===== src/rtl/clkmeter.sv =====
// Measures period and high time of a slow asynchronous signal in clkin cycles,
// with a one-cycle valid strobe and a sticky timeout when rising edges stop.
module clkmeter #(
  parameter int unsigned CNT_W       = 32,
  parameter int unsigned TIMEOUT     = 50000000,
  parameter int unsigned SYNC_STAGES = 2
) (
  input  logic             clkin,
  input  logic             rst,
  input  logic             en,
  input  logic             sigin,
  output logic [CNT_W-1:0] period,
  output logic [CNT_W-1:0] high_time,
  output logic             valid,
  output logic             timeout,
  output logic             busy
);

  localparam logic [CNT_W-1:0] TMO = CNT_W'(TIMEOUT);
  localparam logic [CNT_W-1:0] ONE = CNT_W'(1);

  typedef enum logic [1:0] {IDLE, ARM, MEAS} state_t;

  state_t             state, state_n;
  logic [SYNC_STAGES-1:0] sync;
  logic               s, s_d, rise, fall, tmo_hit;
  logic [CNT_W-1:0]   cnt, hcnt, hcap;
  logic [CNT_W-1:0]   cnt_n, hcnt_n, hcap_n, period_n, high_time_n;
  logic               valid_n, timeout_n, busy_n;

  assign s       = sync[SYNC_STAGES-1];
  assign rise    = s & ~s_d;
  assign fall    = ~s & s_d;
  assign tmo_hit = (cnt == TMO);

  // Synchroniser and edge-detect delay run independently of en
  always_ff @(posedge clkin) begin
    if (rst) begin
      sync <= '0;
      s_d  <= 1'b0;
    end else begin
      sync <= {sync[SYNC_STAGES-2:0], sigin};
      s_d  <= s;
    end
  end

  always_ff @(posedge clkin) begin
    if (rst) begin
      state     <= IDLE;
      cnt       <= '0;
      hcnt      <= '0;
      hcap      <= '0;
      period    <= '0;
      high_time <= '0;
      valid     <= 1'b0;
      timeout   <= 1'b0;
      busy      <= 1'b0;
    end else begin
      state     <= state_n;
      cnt       <= cnt_n;
      hcnt      <= hcnt_n;
      hcap      <= hcap_n;
      period    <= period_n;
      high_time <= high_time_n;
      valid     <= valid_n;
      timeout   <= timeout_n;
      busy      <= busy_n;
    end
  end

  // Next state and datapath; a rising edge takes priority over the timeout compare
  always_comb begin
    state_n     = state;
    cnt_n       = cnt;
    hcnt_n      = hcnt;
    hcap_n      = hcap;
    period_n    = period;
    high_time_n = high_time;
    valid_n     = 1'b0;
    timeout_n   = timeout;

    if (!en) begin
      state_n = IDLE;
      cnt_n   = '0;
      hcnt_n  = '0;
    end else begin
      case (state)
        IDLE: begin
          state_n = ARM;
          cnt_n   = '0;
          hcnt_n  = '0;
        end
        ARM: begin
          if (rise) begin
            state_n = MEAS;
            cnt_n   = ONE;
            hcnt_n  = ONE;
          end else if (tmo_hit) begin
            timeout_n   = 1'b1;
            period_n    = '0;
            high_time_n = '0;
            cnt_n       = '0;
          end else begin
            cnt_n = cnt + ONE;
          end
        end
        MEAS: begin
          cnt_n = cnt + ONE;
          if (s) hcnt_n = hcnt + ONE;
          if (fall) hcap_n = hcnt;
          if (rise) begin
            period_n    = cnt;
            high_time_n = hcap;
            valid_n     = 1'b1;
            timeout_n   = 1'b0;
            cnt_n       = ONE;
            hcnt_n      = ONE;
          end else if (tmo_hit) begin
            timeout_n   = 1'b1;
            period_n    = '0;
            high_time_n = '0;
            state_n     = ARM;
            cnt_n       = '0;
            hcnt_n      = '0;
          end
        end
        default: begin
          state_n = IDLE;
          cnt_n   = '0;
          hcnt_n  = '0;
        end
      endcase
    end

    busy_n = (state_n != IDLE);
  end

endmodule

===== config.mk =====
export PLATFORM = sky130hd
export DESIGN_NAME = clkmeter
export DESIGN_NICKNAME = d
export VERILOG_FILES = /design/src/rtl/clkmeter.sv
export SDC_FILE = /design/constraint.sdc
export NUM_CORES = 1
export LEC_CHECK = 0
export CAP_MARGIN = 5
export CORE_MARGIN = 2
export CORE_UTILIZATION = 52
export DETAILED_ROUTE_END_ITERATION = 12
export GPL_TIMING_DRIVEN = 0
export HOLD_SLACK_MARGIN = 0.12
export PLACE_DENSITY = 0.73
export SETUP_SLACK_MARGIN = 0.15
export SYNTH_ARGS = -nofsm -noshare
export SYNTH_HDL_FRONTEND = slang
export SYNTH_SLANG_ARGS = --single-unit

===== constraint.sdc =====
create_clock -name clkin -period 2.5 [get_ports clkin]
set_clock_uncertainty 0.15 [all_clocks]
set_input_delay 0.375 -clock clkin [delete_from_list [all_inputs] [get_ports clkin]]
set_output_delay 0.375 -clock clkin [all_outputs]
set_load 0.01 [all_outputs]

==> results.toml <==
[detailed_routing]
ant_nets = 0
dr.pass1.iters = 5
drc = 0
via_count = 6833
routed_wl_mm = 19.4
wl_per_cell_um = 15.9
avgViaCountPerCell = 5.61
dr.first_iter.drc_count = 697

[synth]
synth.avg_cell_area_um2 = 8.11
synth_cell_type_count = 55
netlist.top_cell.by_area = "dfxtp_1"
syn-num-nets = 934
ys_seq_area_share_pct = 44.9
synth_edf_count = 0
synthCells = 923
synth-seq-cells = 168
ys_top_cells_by_area = "dfxtp_1, a21oi_1, nor2_1, nand3b_1, nor3_1"
synthArstFlopShare_pct = 0
yosysMostFrequentCell = "dfxtp_1"
synthTopCellsByCount = "dfxtp_1, nor2_1, a21oi_1"
synthFlopType = "dfxtp_1"
synth_top_area_share_pct = 44.9
syn_area_um2 = 7480
yosys_warnings = 0

[sta]
slew_headroom_pct = 45.9
fmax_mhz = 430
grt_setup_unrepaired = "yes"
min_period_over_period_pct = 93.0
tightest_slew_ns = 0.812
layout_min_cycle_time_ns = 2.33
setup_ws_ns = 0.175
finalSetupViolCount = 0
slew_violations = 0
finalHoldViolations = 0
setup_tns_ns = 0

[placed_design]
dp_slack_ns = -0.390
place_hpwl_mm = 12.9
port_buffers = 70
place_congestion = 0.911
dpl_cell_area_um2 = 8410
dpl.cell_count = 1173

[pwr]
power_w = 0.00561
peakVddDrop_mv = 0.457
powerDensity_nw_per_um2 = 587
p_leak_nw = 3.07

[critical_path]
required_ns = 2.65
critPathLaunchType = "register"
cp_slowest_cell = "dfxtp_4"
path_class = "register to register"
path_max_fanout = 10
path_buf_inv = 4
cp.arrival_ns = 2.47
max_stage_delay_ns = 0.35
path_delay_family = "simple AND/OR/NAND/NOR gates"
cp_common_cell = "buf_6"
crit_path_end_kind = "register"
worstPathCellList = "inv_4, ha_4, and4bb_2, nand4_1, buf_6, or2_4, a21o_4, clkbuf_16, buf_6, a21oi_1, nor3_1"

[cts]
cts_tree = "yes"
cts_buffers = 17
clock_sinks = 168
clock_latency_ns = 0.43
path_clk_slew_ns = 0.07
cts-root-buf = "clkbuf_16"
h-tree-depth = 4
hold_buffers = 0
clock_path_buffers = 2

[floorplan]
die_w_um = 124
rows = 43
dieArea_um2 = 15400
ios = 71
start_util_pct = 53.5
die_h_um = 124
coreArea_um2 = 14000

[finish]
nNetsFinal = 1036
n_antenna_cell = 0
syn_to_final_growth_pct = 27.7
final_area_um2 = 9550
drive_gt1_share_pct = 15.7
fin_cells = 1218

[global_route]
grt_max_degree = 17
grt_pass1_vias = 6136
grt_overflow = 0
grt.total_usage_pct = 25.9
antenna_found_initial = 0
grt_pass1_wl_mm = 31.0

[outcome]
outcome = "finished clean"

[job]
drv_cap = 0

[min_path]
min-delay-path-class = "register to register"
placed cells by master, fill, tap and decap left out, types with 3 or more instances in the layout:
cell type        synthesis  final
nand2_1                 86     86
bufinv_16                0      4
dfxtp_2                  0      8
a21oi_1                107     73
dfxtp_1                168    156
and3_1                  14     14
buf_4                    3     10
nand3_1                 35     35
o31ai_1                  3      3
nor2b_1                  4      4
nor3_1                  75     73
o21ai_1                  5      3
and4_1                   8      7
a21oi_4                  0      5
clkbuf_1                48     28
ha_1                     7      6
xor2_1                  40     40
dfxtp_4                  0      4
xnor2_1                  6      6
clkbuf_4                 0     11
nand2b_1                 4      4
o21ai_0                 20     20
buf_6                    6      7
nand3b_1                62     62
a21oi_2                  0     29
clkinv_2                 0      4
clkbuf_2                 0     15
or3_1                    3      3
clkbuf_16                0     19
nor2_1                 126    125
nor3b_1                  3      3
inv_1                   10      8
nand4_1                 27     27
and4bb_2                 3      3
buf_2                    9     10
clkdlybuf4s50_1          0     70
state kept, by name (all words and copies together), names as in the netlist:
name       count
hcnt          32
cnt           32
hcap          32
s_d            1
sync           2
valid          1
high_time     32
busy           1
period        32
state          2
timeout        1
through the flow:
stage	hold slack (ns)	util [%]
after floorplan	0.264	-
after global placement	0.274	60.1
after detailed placement	0.278	60.1
after CTS	0.298	65.2
after global routing	0.307	68.3
final	0.293	68.3
where the power goes:
part / leakage (nW) / internal, W / switching (W)
registers: 1.36 / 0.00268 / 0.00000396
logic: 1.41 / 0.0000347 / 0.0000986
clock network: 0.306 / 0.00172 / 0.00108
total: 3.07 / 0.00443 / 0.00118
logic make-up (layout without fill, tap and decap cells):
group	count (synthesis)	in the layout	synth area share [%]
flip-flops	168	168	44.9
AND/OR/NAND/NOR	470	470	32.7
buffers and inverters	83	198	5.07
AO/OA/AOI/OAI	148	148	10.6
XOR/XNOR	46	46	5.38
multiplexers	1	1	0.134
adder cells (fa/ha/maj)	7	7	1.17
repair_timing:
action	in CTS	in global routing
setup buffers	2	10
resized for setup	28	110
gates cloned	0	2
setup endpoints to repair	130	134
pin swaps	2	10
per-layer routing:
layer  vias up  routed length (um)  track usage [%]  share of wire [%]
li1       3394                   -                -                  -
met1      3189                9560             38.2                 49
met2       219                8400             38.1                 43
met3        31                1020             4.40                5.3
met4         0                 374             8.71                1.9
met5         -                   0                0                  0
worst paths after layout:
kind                start             to  slack, ns  depth (start not counted)
setup reg to reg   cnt[0]  high_time[19]       0.17                         11
hold / removal    sync[0]        sync[1]       0.29                          1
hold reg to reg   sync[0]        sync[1]       0.29                          1
setup / recovery   cnt[0]  high_time[19]       0.17                         11
cell type report:
type	count	area, um2
multi-input combinational	672	3990
inverter	10	40.0
fill	1175	4440
buffer	72	425
sequential	168	3390
timing repair buffer	84	858
clock buffer	20	457
clock inverter	12	173
tap	180	225
Power figures use the tool's default switching activity.
